$ cat config.mk
export PLATFORM = sky130hd
export DESIGN_NAME = xadc_scan_ctrl
export DESIGN_NICKNAME = d
export VERILOG_FILES = /design/src/rtl/xadc_pkg.sv /design/src/rtl/xadc_avg_acc.sv /design/src/rtl/xadc_scan_ctrl.sv
export SDC_FILE = /design/constraint.sdc
export NUM_CORES = 1
export LEC_CHECK = 0
export ABC_AREA = 1
export BUFFER_PORTS_ARGS = -buffer_cell sky130_fd_sc_hd__clkbuf_2
export CAP_MARGIN = 20
export CORE_MARGIN = 1.5
export CORE_UTILIZATION = 60
export CTS_CLUSTER_DIAMETER = 30
export DETAILED_ROUTE_END_ITERATION = 10
export HOLD_SLACK_MARGIN = 0.06
export PLACE_DENSITY = 0.95
export SLEW_MARGIN = 20
export SYNTH_ARGS = -nofsm -noshare
export SYNTH_HDL_FRONTEND = slang
export SYNTH_HIERARCHICAL = 1
export SYNTH_SLANG_ARGS = --single-unit
$ cat constraint.sdc
create_clock -name clk125 -period 4.96 [get_ports clk125]
set_input_delay 0.496 -clock clk125 [delete_from_list [all_inputs] [get_ports clk125]]
set_output_delay 0.496 -clock clk125 [all_outputs]
set_load 0.1 [all_outputs]
$ cat src/rtl/xadc_pkg.sv
// rtl/xadc_pkg.sv - shared widths, channel-code bases and FSM encoding for the XADC scan sequencer
package xadc_pkg;

  localparam int RESULT_W = 12;
  localparam int CH_W     = 5;
  localparam int BEAT_W   = 10;

  localparam logic [RESULT_W-1:0] TIMEOUT_DATA = 12'hFFF;

  localparam logic [CH_W-1:0] CH_PDO_BASE  = 5'h00;
  localparam logic [CH_W-1:0] CH_V1V2_BASE = 5'h10;
  localparam logic [CH_W-1:0] CH_TDO_BASE  = 5'h18;

  typedef enum logic [2:0] {
    ST_IDLE,
    ST_START,
    ST_WAIT,
    ST_EMIT,
    ST_GAP
  } scan_state_e;

  // True for codes inside one of the three populated channel groups (0x08-0x0F is unused).
  function automatic logic ch_is_known(input logic [CH_W-1:0] ch);
    logic [CH_W-1:0] grp;
    grp = ch & 5'h18;
    return (grp == CH_PDO_BASE) || (grp == CH_V1V2_BASE) || (grp == CH_TDO_BASE);
  endfunction

endpackage

$ cat src/rtl/xadc_avg_acc.sv
// rtl/xadc_avg_acc.sv - conversion accumulator; avg is (acc + din) >> AVG_LOG2, valid on the final add
module xadc_avg_acc
  import xadc_pkg::*;
#(
  parameter int AVG_LOG2 = 2
) (
  input  logic                clk125,
  input  logic                rst,
  input  logic                clr,
  input  logic                add,
  input  logic [RESULT_W-1:0] din,
  output logic [RESULT_W-1:0] avg
);

  localparam int ACC_W = RESULT_W + AVG_LOG2;

  logic [ACC_W-1:0] acc_q;
  logic [ACC_W-1:0] acc_d;
  logic [ACC_W-1:0] sum;

  // Clear wins over add so the final sample can be folded into avg and the sum dropped in one cycle.
  always_comb begin
    sum   = acc_q + ACC_W'(din);
    acc_d = acc_q;
    if (clr) begin
      acc_d = '0;
    end else if (add) begin
      acc_d = sum;
    end
  end

  assign avg = RESULT_W'(sum >> AVG_LOG2);

  always_ff @(posedge clk125) begin
    if (rst) begin
      acc_q <= '0;
    end else begin
      acc_q <= acc_d;
    end
  end

endmodule

$ cat src/rtl/xadc_scan_ctrl.sv
// rtl/xadc_scan_ctrl.sv - XADC scan sequencer: start/done handshake, result stream, done timeout
// Define XADC_SCAN_AVG_EN to average 2^AVG_LOG2 conversions per output beat.
module xadc_scan_ctrl
  import xadc_pkg::*;
#(
  parameter int GAP_CYC     = 16,
  parameter int TIMEOUT_CYC = 65535,
  parameter int AVG_LOG2    = 2
) (
  input  logic                clk125,
  input  logic                rst,
  input  logic                req,
  input  logic [CH_W-1:0]     req_ch_sel,
  input  logic [BEAT_W-1:0]   req_count,
  input  logic                abort,
  output logic                busy,
  output logic                xadc_start,
  output logic [CH_W-1:0]     xadc_ch_sel,
  input  logic                xadc_done,
  input  logic [RESULT_W-1:0] xadc_result,
  output logic                out_valid,
  input  logic                out_ready,
  output logic [CH_W-1:0]     out_ch,
  output logic [RESULT_W-1:0] out_data,
  output logic                out_last,
  output logic                timeout_err
);

  localparam int TMO_W = (TIMEOUT_CYC < 1) ? 1 : $clog2(TIMEOUT_CYC + 1);
  localparam int GAP_W = (GAP_CYC < 2) ? 1 : $clog2(GAP_CYC);

  scan_state_e         state_q, state_d;
  logic [CH_W-1:0]     ch_sel_q, ch_sel_d;
  logic [BEAT_W-1:0]   count_q, count_d;
  logic [BEAT_W-1:0]   beat_cnt_q, beat_cnt_d;
  logic [TMO_W-1:0]    tmo_cnt_q, tmo_cnt_d;
  logic [GAP_W-1:0]    gap_cnt_q, gap_cnt_d;
  logic                abort_q, abort_d;
  logic [RESULT_W-1:0] out_data_q, out_data_d;
  logic                out_last_q, out_last_d;
  logic                timeout_err_q, timeout_err_d;
  logic                is_final;

`ifdef XADC_SCAN_AVG_EN
  localparam int CNT_W = (AVG_LOG2 < 1) ? 1 : AVG_LOG2;
  localparam logic [CNT_W-1:0] AVG_LAST = CNT_W'((1 << AVG_LOG2) - 1);

  logic [CNT_W-1:0]    acc_cnt_q, acc_cnt_d;
  logic                acc_add;
  logic                acc_clr;
  logic [RESULT_W-1:0] acc_avg;

  xadc_avg_acc #(
    .AVG_LOG2 (AVG_LOG2)
  ) u_avg_acc (
    .clk125 (clk125),
    .rst    (rst),
    .clr    (acc_clr),
    .add    (acc_add),
    .din    (xadc_result),
    .avg    (acc_avg)
  );
`else
  localparam int unused_avg_log2 = AVG_LOG2;
`endif

  // count of 0 wraps to 1023 here, which is what makes it mean 1024 beats.
  assign is_final = (beat_cnt_q == count_q - BEAT_W'(1)) || abort_q || abort;

  always_comb begin
    state_d       = state_q;
    ch_sel_d      = ch_sel_q;
    count_d       = count_q;
    beat_cnt_d    = beat_cnt_q;
    tmo_cnt_d     = tmo_cnt_q;
    gap_cnt_d     = gap_cnt_q;
    abort_d       = abort_q;
    out_data_d    = out_data_q;
    out_last_d    = out_last_q;
    timeout_err_d = timeout_err_q;
`ifdef XADC_SCAN_AVG_EN
    acc_cnt_d     = acc_cnt_q;
    acc_add       = 1'b0;
    acc_clr       = 1'b0;
`endif
    if (abort && (state_q != ST_IDLE)) begin
      abort_d = 1'b1;
    end
    unique case (state_q)
      ST_IDLE: begin
        if (req) begin
          ch_sel_d      = req_ch_sel;
          count_d       = req_count;
          beat_cnt_d    = '0;
          abort_d       = 1'b0;
          timeout_err_d = 1'b0;
          state_d       = ST_START;
        end
      end
      ST_START: begin
        tmo_cnt_d = '0;
        state_d   = ST_WAIT;
      end
      ST_WAIT: begin
        // done is tested first so a done landing on the timeout cycle still counts.
        if (xadc_done) begin
`ifdef XADC_SCAN_AVG_EN
          acc_add = 1'b1;
          if (acc_cnt_q != AVG_LAST) begin
            acc_cnt_d = acc_cnt_q + CNT_W'(1);
            state_d   = ST_START;
          end else begin
            acc_cnt_d  = '0;
            acc_clr    = 1'b1;
            out_data_d = acc_avg;
            out_last_d = is_final;
            state_d    = ST_EMIT;
          end
`else
          out_data_d = xadc_result;
          out_last_d = is_final;
          state_d    = ST_EMIT;
`endif
        end else if (tmo_cnt_q == TMO_W'(TIMEOUT_CYC)) begin
          timeout_err_d = 1'b1;
          out_data_d    = TIMEOUT_DATA;
          out_last_d    = 1'b1;
          state_d       = ST_EMIT;
`ifdef XADC_SCAN_AVG_EN
          acc_cnt_d     = '0;
          acc_clr       = 1'b1;
`endif
        end else begin
          tmo_cnt_d = tmo_cnt_q + TMO_W'(1);
        end
      end
      ST_EMIT: begin
        if (out_ready) begin
          beat_cnt_d = beat_cnt_q + BEAT_W'(1);
          if (out_last_q) begin
            abort_d = 1'b0;
            state_d = ST_IDLE;
          end else if (GAP_CYC == 0) begin
            state_d = ST_START;
          end else begin
            gap_cnt_d = '0;
            state_d   = ST_GAP;
          end
        end
      end
      ST_GAP: begin
        if (gap_cnt_q == GAP_W'(GAP_CYC - 1)) begin
          state_d = ST_START;
        end else begin
          gap_cnt_d = gap_cnt_q + GAP_W'(1);
        end
      end
      default: state_d = ST_IDLE;
    endcase
  end

  always_ff @(posedge clk125) begin
    if (rst) begin
      state_q       <= ST_IDLE;
      ch_sel_q      <= '0;
      count_q       <= '0;
      beat_cnt_q    <= '0;
      tmo_cnt_q     <= '0;
      gap_cnt_q     <= '0;
      abort_q       <= 1'b0;
      out_data_q    <= '0;
      out_last_q    <= 1'b0;
      timeout_err_q <= 1'b0;
`ifdef XADC_SCAN_AVG_EN
      acc_cnt_q     <= '0;
`endif
    end else begin
      state_q       <= state_d;
      ch_sel_q      <= ch_sel_d;
      count_q       <= count_d;
      beat_cnt_q    <= beat_cnt_d;
      tmo_cnt_q     <= tmo_cnt_d;
      gap_cnt_q     <= gap_cnt_d;
      abort_q       <= abort_d;
      out_data_q    <= out_data_d;
      out_last_q    <= out_last_d;
      timeout_err_q <= timeout_err_d;
`ifdef XADC_SCAN_AVG_EN
      acc_cnt_q     <= acc_cnt_d;
`endif
    end
  end

  assign busy        = (state_q != ST_IDLE);
  assign xadc_start  = (state_q == ST_START);
  assign xadc_ch_sel = ch_sel_q;
  assign out_valid   = (state_q == ST_EMIT);
  assign out_ch      = ch_sel_q;
  assign out_data    = out_data_q;
  assign out_last    = out_last_q;
  assign timeout_err = timeout_err_q;

endmodule
# Yosys cells after proc, flatten, opt, wreduce, memory -nomap -nowiden

Cells that the tools add are included.

Eq/ne operators: 16
Multiplexer cells: 29
$add $sub $neg: 4
Reduce and logical (&&, ||, !) cells: 17

Operator list:

| operator                                            | count |
|---|---|
| two-way mux 16 bit                                  | 2 |
| one-hot mux 16 bit (2 select lines)                 | 1 |
| two-way mux 12 bit                                  | 2 |
| two-way mux 10 bit                                  | 2 |
| one-hot mux 10 bit (2 select lines)                 | 1 |
| two-way mux 3 bit                                   | 6 |
| adder 16 x 1 -> 16 bit, second input constant       | 1 |
| equality test 16 bit, second input constant         | 1 |
| one-hot mux 3 bit (5 select lines)                  | 1 |
| inequality test 2 bit, second input constant        | 7 |
| two-way mux 4 bit                                   | 3 |
| AND reduction 4 bit                                 | 3 |
| adder 10 x 1 -> 10 bit, second input constant       | 1 |
| equality test 10 bit                                | 1 |
| nonzero test 2 bit                                  | 5 |
| subtractor 10 x 1 -> 10 bit, second input constant  | 1 |
| two-way mux 1 bit                                   | 8 |
| one-hot mux 4 bit (2 select lines)                  | 1 |
| equality test 3 x 2 -> 1 bit, second input constant | 2 |
| AND reduction 3 bit                                 | 2 |
| adder 4 x 1 -> 4 bit, second input constant         | 1 |
| equality test 4 bit, second input constant          | 1 |
| one-hot mux 1 bit (2 select lines)                  | 2 |
| AND reduction 2 bit                                 | 2 |
| 8 further kinds                                     | 9 |

Bits in registers: 63
Input bits: 33

# Longest topological paths before layout

Word-level depth: 6
Gate-level depth with buffers: 12

# Worst setup path after synthesis

OpenSTA, ideal clock, no wires.

Kind: reg-to-output
From: register ch_sel_q[0] (netlist: out_ch[0])
To: output xadc_ch_sel[0]
Setup slack: 3.090 ns
Cell stages (with the launch flop): 2
Arrival: 1.374 ns
Data required time: 4.464 ns
Buffers on the path: 1
Cell sequence: dfxtp_1 -> buf_4

RTL lines:

| element                  | line                  | text |
|---|---|---|
| start: declaration       | xadc_scan_ctrl.sv:33  | `logic [CH_W-1:0] ch_sel_q, ch_sel_d;` |
| start signal: assignment | xadc_scan_ctrl.sv:179 | `ch_sel_q <= ch_sel_d;` |
| end: declaration         | xadc_scan_ctrl.sv:18  | `output logic [CH_W-1:0] xadc_ch_sel,` |

No word-level cell between the ends.

# Final worst setup path

From: register state_q[1]
To: register tmo_cnt_q[12]

Word-level cells in the longest chain between the ends: 3

Ends and longest elaborated chain:

| element                                                                      | line                  | text |
|---|---|---|
| start: declaration                                                           | xadc_scan_ctrl.sv:32  | `scan_state_e state_q, state_d;` |
| start signal: assignment                                                     | xadc_scan_ctrl.sv:178 | `state_q <= state_d;` |
| equality test 3 x 2 -> 1 bit or equality test 3 x 1 -> 1 bit (tied branches) | xadc_scan_ctrl.sv:89  | `unique case (state_q)` |
| inequality test 2 bit (no source line) or nonzero test 2 bit (tied branches) | --                    |  |
| AND reduction 3 bit (no source line)                                         | --                    |  |
| end signal: assignment                                                       | xadc_scan_ctrl.sv:182 | `tmo_cnt_q <= tmo_cnt_d;` |
| end: declaration                                                             | xadc_scan_ctrl.sv:36  | `logic [TMO_W-1:0] tmo_cnt_q, tmo_cnt_d;` |

Parallel ways exist; a longest one is shown, timed or not.
A chain may end at the register's enable or synchronous reset.

==> results.toml <==
[sta]
slew_headroom = 0.501
fmax_ghz = 0.462
maxSlewViolCount = 0
skew_ns = 0.0117
whs_ns = 0.409
fin_setup_tns_ns = 0
grt_setup_unrepaired = "false"
tightest_slew_ns = 0.748
fin_crit_ns = 2.16
finalHoldViolCount = 0
min_period_over_period = 0.436
setup_viol = 0

[pwr]
powerDensity_nw_per_um2 = 488
power_mw = 1.88
power.leakage_nw = 1.73
ir_drop_mv = 0.321

[synth]
ys_seq_area_frac = 0.370
avgSynthCellArea_um2 = 6.82
synth-edff-count = 0
synth_area_leaders = "dfxtp_1 37%, nand2_1 12%, nor2_1 7.3%, inv_1 6.7%, nand3_1 6.3%"
yosys.area.top_type = "dfxtp_1"
synth_top_area_frac = 0.370
syn_area_um2 = 3410
synth_flop_cell = "dfxtp_1"
synthTopCellsByCount = "109 x nand2_1, 66 x nor2_1, 63 x dfxtp_1, 61 x inv_1, 43 x nand3_1"
synth_cell_type_count = 39
synthCells = 500
synthesis.nets = 537
yosysMostFrequentCell = "nand2_1"
ys_ff_latch = 63
ys.warnings.count = 6
async_flop_share = 0

[critical_path]
start_kind = "flop"
cp_max_fo = 20
required_ns = 5.20
path_buf_inv = 3
r2r_start = "state_q[1]"
crit_path_max_incr_delay_ns = 0.39
cp.arrival_ns = 2.40
path_cells = "inv_2 -> nor3_4 -> inv_4 -> nand2_1 -> nand3_2 -> inv_2 -> nand3_1 -> nor2_1 -> nor2_1"
critPathLaunch = "state_q[1]"
endpoint_kind = "flop"
cp_top_family = "simple AND/OR/NAND/NOR gates"
cpMaxStageDelayCell = "dfxtp_1"
critPathKind = "flop to flop"

[route]
drt_first_pass_iters = 4
route.vias.total = 3348
drtIter0Drc = 162
drt_wl_total_um = 7970
wl_per_cell_um = 12.7
routed_via_density = 5.33
ant_nets = 0
drcViolationCount = 0

[floorplan]
die_y_um = 78.4
start_util = 0.620
io_pins = 60
rows = 27
core_um2 = 5510
die_x_um = 78.4
dieArea_um2 = 6150

[global_routing]
grt_pass1_vias = 3189
grtUsageTotal = 0.278
grt_max_degree = 27
antenna_found_initial = 0
grt_overflow_total = 0
grt_first_pass_wirelength_um = 13700

[cts]
postCtsSetupRepairBufs = 0
root_buffer = "clkbuf_8"
holdBufCountCts = 0
cts_inserted_buffers = 9
h-tree-depth = 3
cts_tree = "yes"
clock_path_buffers = 2
clk_pin_slew_worst_paths_ns = 0.08
post_cts_resized = 0
cts.sinks = 63
worst_skew_pair.late_latency_ns = 0.35

[placement]
hpwl_um = 5860
place_inst = 612
gp_congestion = 0.890
portBuffers = 59

[cells_and_area]
layout.area.seq_um2 = 1260
fin_cells = 628
antenna_cells = 0
utilization = 0.701
multiInputGateArea_um2 = 1770
drive_gt1_frac = 0.194
fin_nets = 588
fillers = 411
syn2layout_area_growth_pct = 13.1

[status]
status = "complete, no violations"

[hold_path]
min_from = "req_ch_sel[1]"
hold_class = "primary input to flop"

[run]
maxCapViolations = 0
-- layout by cell type (no fill, tap or decap), types with 9 or more instances in the layout --
| master | instances |
|---|---|
| nand2_1 | 109 |
| a21oi_1 | 29 |
| nor2_1 | 66 |
| nand2_2 | 10 |
| o21ai_0 | 18 |
| dfxtp_1 | 63 |
| nor3_1 | 9 |
| clkbuf_8 | 11 |
| o221ai_1 | 12 |
| inv_1 | 61 |
| nand3_1 | 43 |
| clkbuf_2 | 59 |
-- logic make-up (layout without fill, tap and decap cells) --
group / Yosys count / in the layout / synth area share
flops: 63 / 63 / 0.370
fa+ha+maj: 4 / 4 / 0.0147
xor+xnor: 11 / 11 / 0.0282
simple gates: 258 / 258 / 0.338
compound gates: 76 / 76 / 0.139
buf+inv: 88 / 144 / 0.111
-- flip-flops by register name (all words and copies together), names as in the netlist --
| name | flops |
|---|---|
| count_q | 10 |
| tmo_cnt_q | 16 |
| out_last | 1 |
| out_data | 12 |
| timeout_err | 1 |
| abort_q | 1 |
| state_q | 3 |
| out_ch | 5 |
| gap_cnt_q | 4 |
| beat_cnt_q | 10 |
-- area by class of cell --
type                            instances  area share
Inverter                               69      0.0678
Timing Repair Buffer                   59      0.0765
Sequential cell                        63       0.327
Clock inverter                          3     0.00454
Clock buffer                           13      0.0412
Multi-Input combinational cell        349       0.460
Tap cell                               72      0.0234
-- metrics by stage --
stage,setup WS (ns),instance area (µm²)
after detailed placement,2.71,3680
after CTS,2.82,3860
after floorplan,3.09,3410
after global placement,2.79,3680
after global routing,2.55,3860
final,2.80,3860
-- worst register-to-register path, cell delays in order (launching register included) --
cell and delay [ns]:
dfxtp_1 0.39, inv_2 0.08, nor3_4 0.32, inv_4 0.12
nand2_1 0.12, nand3_2 0.39, inv_2 0.34, nand3_1 0.14
nor2_1 0.12, nor2_1 0.04
-- report_power, final --
group | total [mW] | switching, mW | internal [mW]
Combinational | 0.860 | 0.684 | 0.176
Clock | 0.407 | 0.200 | 0.207
Sequential | 0.616 | 0.0505 | 0.566
Total | 1.88 | 0.934 | 0.949
-- metal layers --
metal | up-vias | routed length, µm | GRT usage
met5 | - | 0 | 0
met2 | 79 | 4180 | 0.495
met4 | 0 | 125 | 0.111
li1 | 1716 | - | -
met3 | 16 | 327 | 0.0814
met1 | 1537 | 3330 | 0.311
-- path summary, 6_finish.rpt --
path | depth (start not counted) | end | slack, ns
worst max register to register | 9 | tmo_cnt_q[12] | 2.80
worst min register to register | 2 | count_q[9] | 0.48
worst min-delay path | 3 | out_ch[1] | 0.41
worst max-delay path | 9 | tmo_cnt_q[12] | 2.80
Power figures use the tool's default switching activity.
